## src/rtl/rf_writeback_queue_if.sv

```systemverilog
// Handshake, register-file write port and forwarding lookup of the writeback queue.
// The master side feeds requests and lookups; the slave side is the queue itself.
interface rf_writeback_queue_if #(
  parameter int AW = 5,
  parameter int DW = 32,
  parameter int CW = 3
);
  logic          in_valid;
  logic          in_ready;
  logic [AW-1:0] in_addr;
  logic [DW-1:0] in_data;
  logic          WE3;
  logic [AW-1:0] A3;
  logic [DW-1:0] WD3;
  logic [AW-1:0] lk_addr1;
  logic [AW-1:0] lk_addr2;
  logic          lk_hit1;
  logic          lk_hit2;
  logic [DW-1:0] lk_data1;
  logic [DW-1:0] lk_data2;
  logic [CW-1:0] count;

  modport master (
    output in_valid, in_addr, in_data, lk_addr1, lk_addr2,
    input  in_ready, WE3, A3, WD3, lk_hit1, lk_hit2, lk_data1, lk_data2, count
  );

  modport slave (
    input  in_valid, in_addr, in_data, lk_addr1, lk_addr2,
    output in_ready, WE3, A3, WD3, lk_hit1, lk_hit2, lk_data1, lk_data2, count
  );
endinterface

```

## src/rtl/rf_writeback_queue.sv

```systemverilog
// In-order writeback FIFO in front of the register-file write port, with a
// two-port youngest-match lookup so decode can forward not-yet-written values.
module rf_writeback_queue #(
  parameter int DEPTH = 4,
  parameter int AW    = 5,
  parameter int DW    = 32
) (
  input  logic                 clk,
  input  logic                 rst,
  rf_writeback_queue_if.slave  bus
);
  localparam int PW = $clog2(DEPTH);
  localparam int CW = PW + 1;

  logic [AW-1:0]    addr_q [DEPTH];
  logic [DW-1:0]    data_q [DEPTH];
  logic [DEPTH-1:0] vld_q;
  logic [PW-1:0]    rd_ptr;
  logic [PW-1:0]    wr_ptr;
  logic [CW-1:0]    count_q;
  logic             push;
  logic             pop;
  logic [PW-1:0]    idx;

  assign bus.in_ready = (count_q < CW'(DEPTH));
  // Writes to x0 are architecturally void, so they are swallowed at the door.
  assign push         = bus.in_valid & bus.in_ready & (bus.in_addr != '0);
  assign pop          = (count_q != '0);

  always_ff @(posedge clk or posedge rst) begin
    if (rst) begin
      rd_ptr  <= '0;
      wr_ptr  <= '0;
      count_q <= '0;
      vld_q   <= '0;
    end else begin
      if (pop) begin
        vld_q[rd_ptr] <= 1'b0;
        rd_ptr        <= rd_ptr + 1'b1;
      end
      if (push) begin
        vld_q[wr_ptr] <= 1'b1;
        wr_ptr        <= wr_ptr + 1'b1;
      end
      count_q <= count_q + CW'(push) - CW'(pop);
    end
  end

  always_ff @(posedge clk) begin
    if (push) begin
      addr_q[wr_ptr] <= bus.in_addr;
      data_q[wr_ptr] <= bus.in_data;
    end
  end

  assign bus.count = count_q;
  assign bus.WE3   = pop;
  assign bus.A3    = pop ? addr_q[rd_ptr] : '0;
  assign bus.WD3   = pop ? data_q[rd_ptr] : '0;

  // Walk oldest to youngest so a later match overrides an earlier one.
  always_comb begin
    bus.lk_hit1  = 1'b0;
    bus.lk_hit2  = 1'b0;
    bus.lk_data1 = '0;
    bus.lk_data2 = '0;
    idx          = rd_ptr;
    for (int i = 0; i < DEPTH; i++) begin
      idx = rd_ptr + PW'(i);
      if (vld_q[idx] && (bus.lk_addr1 != '0) && (addr_q[idx] == bus.lk_addr1)) begin
        bus.lk_hit1  = 1'b1;
        bus.lk_data1 = data_q[idx];
      end
      if (vld_q[idx] && (bus.lk_addr2 != '0) && (addr_q[idx] == bus.lk_addr2)) begin
        bus.lk_hit2  = 1'b1;
        bus.lk_data2 = data_q[idx];
      end
    end
  end
endmodule

```

## src/flat_wrapper.sv

```systemverilog
// flat-port wrapper written by rule: the top's interface ports become plain ports
module rf_writeback_queue_flat 
#(
  parameter int DEPTH = 4,
  parameter int AW    = 5,
  parameter int DW    = 32
)
  (clk, rst, bus_in_valid, bus_in_addr, bus_in_data, bus_lk_addr1, bus_lk_addr2, bus_in_ready, bus_WE3, bus_A3, bus_WD3, bus_lk_hit1, bus_lk_hit2, bus_lk_data1, bus_lk_data2, bus_count);
  rf_writeback_queue_if #(.AW(AW), .DW(DW), .CW((3))) bus_i ();
  input  logic clk;
  input  logic rst;
  input wire logic [$bits(bus_i.in_valid)-1:0] bus_in_valid;
  input wire logic [$bits(bus_i.in_addr)-1:0] bus_in_addr;
  input wire logic [$bits(bus_i.in_data)-1:0] bus_in_data;
  input wire logic [$bits(bus_i.lk_addr1)-1:0] bus_lk_addr1;
  input wire logic [$bits(bus_i.lk_addr2)-1:0] bus_lk_addr2;
  output wire logic [$bits(bus_i.in_ready)-1:0] bus_in_ready;
  output wire logic [$bits(bus_i.WE3)-1:0] bus_WE3;
  output wire logic [$bits(bus_i.A3)-1:0] bus_A3;
  output wire logic [$bits(bus_i.WD3)-1:0] bus_WD3;
  output wire logic [$bits(bus_i.lk_hit1)-1:0] bus_lk_hit1;
  output wire logic [$bits(bus_i.lk_hit2)-1:0] bus_lk_hit2;
  output wire logic [$bits(bus_i.lk_data1)-1:0] bus_lk_data1;
  output wire logic [$bits(bus_i.lk_data2)-1:0] bus_lk_data2;
  output wire logic [$bits(bus_i.count)-1:0] bus_count;
  assign bus_i.in_valid = bus_in_valid;
  assign bus_i.in_addr = bus_in_addr;
  assign bus_i.in_data = bus_in_data;
  assign bus_i.lk_addr1 = bus_lk_addr1;
  assign bus_i.lk_addr2 = bus_lk_addr2;
  assign bus_in_ready = bus_i.in_ready;
  assign bus_WE3 = bus_i.WE3;
  assign bus_A3 = bus_i.A3;
  assign bus_WD3 = bus_i.WD3;
  assign bus_lk_hit1 = bus_i.lk_hit1;
  assign bus_lk_hit2 = bus_i.lk_hit2;
  assign bus_lk_data1 = bus_i.lk_data1;
  assign bus_lk_data2 = bus_i.lk_data2;
  assign bus_count = bus_i.count;
  rf_writeback_queue #(.DEPTH(DEPTH), .AW(AW), .DW(DW)) u_core (.clk(clk), .rst(rst), .bus(bus_i));
endmodule
```

## config.mk

```make
export PLATFORM = sky130hd
export DESIGN_NAME = rf_writeback_queue_flat
export DESIGN_NICKNAME = d
export VERILOG_FILES = /design/src/rtl/rf_writeback_queue_if.sv /design/src/rtl/rf_writeback_queue.sv /design/src/flat_wrapper.sv
export SDC_FILE = /design/constraint.sdc
export NUM_CORES = 1
export LEC_CHECK = 0
export BUFFER_PORTS_ARGS = -buffer_cell sky130_fd_sc_hd__buf_2
export CORE_MARGIN = 1
export CORE_UTILIZATION = 30
export CTS_CLUSTER_DIAMETER = 30
export DETAILED_ROUTE_END_ITERATION = 8
export GPL_ROUTABILITY_DRIVEN = 0
export SYNTH_ARGS = -nofsm -noshare
export SYNTH_HDL_FRONTEND = slang
export SYNTH_SLANG_ARGS = --single-unit
```

## constraint.sdc

```tcl
create_clock -name clk -period 4.3 [get_ports clk]
set_input_delay 0.43 -clock clk [delete_from_list [all_inputs] [get_ports clk]]
set_output_delay 0.43 -clock clk [all_outputs]
set_load 0.01 [all_outputs]
```

==> flow_summary.json <==
{
  "final-max-slew-violation-count": 0,
  "final_layout_size_suffix_gt1_share_pct": 41.9,
  "grt_max_degree": 70,
  "remaining_drcs": 0,
  "fin_skew_ps": 8.90,
  "synthToLayoutAreaGrowth_pct": 17.0,
  "unrepaired_setup_endpoints_after_global_routing": "no",
  "synth_edf_count": 148,
  "status": "complete, no violations",
  "leakagePower_nw": 4.42,
  "numClockSinks": 159,
  "place.detailed.hpwl_mm": 22.7,
  "cts.htree.levels": 4,
  "globalRouteTotalUtil_pct": 17.4,
  "cts_buffers": 17,
  "crit_path_end_kind": "output pin",
  "fp.coreArea_um2": 36900,
  "synth-seq-area-share_pct": 41.6,
  "cp_data_arrival_time_ps": 3640,
  "wl_per_cell_um": 22.8,
  "post_synthesis_cell_count": 812,
  "synth-async-reset-ratio_pct": 6.92,
  "post_synth_instance_area_um2": 11300,
  "global_route_wire_length_before_repair_mm": 50.2,
  "yosysWarningCount": 0,
  "crit-reg2reg-launch": "u_core.bus.count[2]",
  "post-route-min-period_ps": 4070,
  "finalCritPeriodShare_pct": 94.6,
  "slew_headroom_pct": 26.1,
  "cp.required_ps": 3870,
  "worst_setup_path_startpoint": "u_core.rd_ptr[0]",
  "final.hold.worst_slack_ps": 9.57,
  "cts-root-buf": "sky130_fd_sc_hd__clkbuf_16",
  "top_level_ports": 158,
  "drt_iter0_drcs": 605,
  "slowest_stage": "sky130_fd_sc_hd__mux4_2",
  "postSynthAreaPerCell_um2": 14.0,
  "timing.critical_path.depth": 9,
  "dr_total_vias": 8287,
  "synth_fp_nets": 873,
  "core.rowCount": 70,
  "tritoncts": "done",
  "critical_path.n_buffers_inverters": 2,
  "die_y_um": 196,
  "avgViaCountPerCell": 5.70,
  "critical_path.reg2reg.endpoint": "u_core.data_q[3][1]",
  "reg2reg_slack_ps": 1890,
  "max_freq_ghz": 0.246,
  "hold_crit_class": "primary input to asynchronous set/reset pin",
  "die_w_um": 196,
  "insertion_delay_ps": 430,
  "finalSetupTns_ps": 0,
  "antenna_found_initial": 2,
  "setup_violations": 0,
  "cts.clk_slew.worst_paths_ps": 70,
  "port-buffer-count": 157,
  "critical_path_class": "register to output pin",
  "crit_fanout": 20,
  "cp_top_family": "simple AND/OR/NAND/NOR gates",
  "initial_core_util_pct": 30.7,
  "synth-main-ff-cell": "sky130_fd_sc_hd__edfxtp_1",
  "layout.nets": 995,
  "die_ar_um2": 38600,
  "cell_variety_after_synth": 40,
  "timing_worst_slew_pin_value_ps": 1110,
  "endpoint": "bus_lk_data1[31]",
  "vias_in_the_first_global_route": 8229,
  "drt-pass1-iter-count": 5,
  "timing.reg2reg.worst_path_depth": 4,
  "ir_worst_vdd_uv": 300,
  "cts.path.max_buffers": 2,
  "critical-path-max-stage-delay_ps": 570,
  "nFillCells": 3551,
  "cap_violations": 0,
  "drt-total-wl_mm": 33.2,
  "crit_path_start_kind": "register",
  "hold_violations": 0,
  "grt_remaining_overflow": 0,
  "cells_along_the_critical_path": "inv_1 > ha_4 > mux4_2 > xor2_1 > nor4_2 > and2_4 > a221oi_1 > o21ai_1 > buf_2",
  "pwr_cell_area_nw_per_um2": 703,
  "detail-route-antenna-nets": 0,
  "synth.ff_latch_count": 159
}
-- cells in the mapped netlist (2+ instances only) --
| cell | instances | area, um^2 |
|---|---|---|
| sky130_fd_sc_hd__mux4_2 | 152 | 3420 |
| sky130_fd_sc_hd__edfxtp_1 | 148 | 4440 |
| sky130_fd_sc_hd__nand2_1 | 98 | 368 |
| sky130_fd_sc_hd__o21ai_1 | 50 | 250 |
| sky130_fd_sc_hd__and2_1 | 42 | 263 |
| sky130_fd_sc_hd__xnor2_1 | 38 | 333 |
| sky130_fd_sc_hd__clkbuf_1 | 36 | 135 |
| sky130_fd_sc_hd__a221oi_1 | 32 | 280 |
| sky130_fd_sc_hd__mux2i_1 | 29 | 290 |
| sky130_fd_sc_hd__buf_2 | 23 | 115 |
| sky130_fd_sc_hd__o221ai_1 | 19 | 166 |
| sky130_fd_sc_hd__o21ai_0 | 17 | 85.1 |
| sky130_fd_sc_hd__buf_1 | 12 | 45.0 |
| sky130_fd_sc_hd__dfrtp_1 | 11 | 275 |
| sky130_fd_sc_hd__ha_1 | 10 | 125 |
| sky130_fd_sc_hd__inv_1 | 10 | 37.5 |
| sky130_fd_sc_hd__o221ai_2 | 10 | 150 |
| sky130_fd_sc_hd__nor2_1 | 8 | 30.0 |
| sky130_fd_sc_hd__nand3_1 | 7 | 35.0 |
| sky130_fd_sc_hd__nand4_1 | 7 | 43.8 |
| sky130_fd_sc_hd__a211oi_1 | 6 | 45.0 |
| sky130_fd_sc_hd__buf_4 | 6 | 45.0 |
| sky130_fd_sc_hd__xor2_1 | 6 | 52.6 |
| sky130_fd_sc_hd__buf_6 | 5 | 56.3 |
| sky130_fd_sc_hd__a21o_1 | 4 | 30.0 |
| sky130_fd_sc_hd__nor3_1 | 4 | 20.0 |
| sky130_fd_sc_hd__nand3b_1 | 3 | 22.5 |
| sky130_fd_sc_hd__or2_1 | 3 | 18.8 |
| sky130_fd_sc_hd__or4_1 | 3 | 22.5 |
| sky130_fd_sc_hd__nor2_2 | 2 | 12.5 |
| sky130_fd_sc_hd__or3_1 | 2 | 12.5 |
-- cells in the final DEF (no fill, tap or decap), drive strengths merged, types with 5 or more instances in the layout --
| master | n |
|---|---|
| edfxtp | 148 |
| dfrtp | 11 |
| a221oi | 32 |
| ha | 10 |
| a211oi | 7 |
| clkbuf | 18 |
| nor2 | 11 |
| xnor2 | 38 |
| xor2 | 6 |
| nor3 | 5 |
| nand3 | 7 |
| nand4 | 7 |
| nand2 | 98 |
| inv | 15 |
| o221ai | 29 |
| buf | 186 |
| and2 | 42 |
| mux2i | 29 |
| mux4 | 152 |
| o21ai | 67 |
-- where the power goes --
group / switching (mW) / internal, mW / leakage, nW / total (mW)
sequential: 0.172 / 1.97 / 1.48 / 2.14
combinational: 2.95 / 2.72 / 2.67 / 5.66
clock: 0.651 / 0.866 / 0.274 / 1.52
-- cell families after synthesis --
| logic type | count (synthesis) | share of synthesized area, % |
|---|---|---|
| and+or+nand+nor | 183 | 7.84 |
| muxes | 181 | 32.8 |
| DFF | 159 | 41.6 |
| AOI/OAI and AO/OA | 141 | 9.20 |
| buffers and inverters | 93 | 3.87 |
| xor gates and xnor gates | 44 | 3.40 |
| adders and majority gates | 11 | 1.28 |
-- layer usage --
metal	track usage, %	vias up	part of all wire, %
met5	0	-	0
met4	5.09	0	1.9
met3	3.82	33	7.9
met2	28.6	409	49
met1	23.1	4274	42
li1	-	3571	-
-- worst reg2reg max path, delay by kind of cell, from the launching register on --
| kind | cells | cell delay [ps] |
|---|---|---|
| buffers and inverters | 2 | 570 |
| AOI/OAI and AO/OA | 1 | 380 |
| and+or+nand+nor | 1 | 750 |
| DFF | 1 | 380 |
-- worst min-delay path by stage --
stage / startpoint / end / slack, ps / cells past startpoint
2_1_floorplan: rst / u_core.bus.count[0] / 280 / 1
3_3_place_gp: rst / u_core.bus.count[2] / 470 / 2
6_report: rst / u_core.bus.count[0] / 10 / 2
3_5_place_dp: rst / u_core.bus.count[2] / 480 / 2
4_1_cts: rst / u_core.bus.count[0] / 10 / 2
5_1_grt: rst / u_core.bus.count[0] / 40 / 2
-- stage by stage --
stage	total power, mW	worst slack (ps)	area, um^2	utilization [%]	instances
after global placement	7.81	517	12700	34.3	1419
final	9.32	234	13300	36.0	1455
after detailed placement	7.84	480	12700	34.3	1419
after floorplan	6.44	62.0	11300	-	812
after CTS	9.41	8.37	13200	35.9	1451
after global routing	9.93	9.06	13300	36.0	1452
-- timing repair --
| action | CTS | global route |
|---|---|---|
| gates resized for setup | 0 | 5 |
| endpoints found under the hold margin | 0 | 0 |
| setup endpoints to repair | 0 | 47 |
| hold buffers | 0 | 0 |
| buffers inserted | 0 | 0 |
-- cell type report --
class                   instances  area (um^2)  share of cell area, %
diodes                          4         10.0                 0.0755
multi-input cells             560         6240                   47.1
well taps                     504          631                   4.75
flip-flops and latches        159         4730                   35.6
repair buffers                186         1030                   7.74
clock inverters                14          158                   1.19
inverters                      10         37.5                  0.283
clock buffers                  18          429                   3.24
-- state kept, by name, summed over array words and instances, names as in the netlist --
register	count
u_core.bus.count	3
u_core.data_q	128
u_core.rd_ptr	2
u_core.wr_ptr	2
u_core.addr_q	20
u_core.vld_q	4
(Power assumes the default switching activity.)
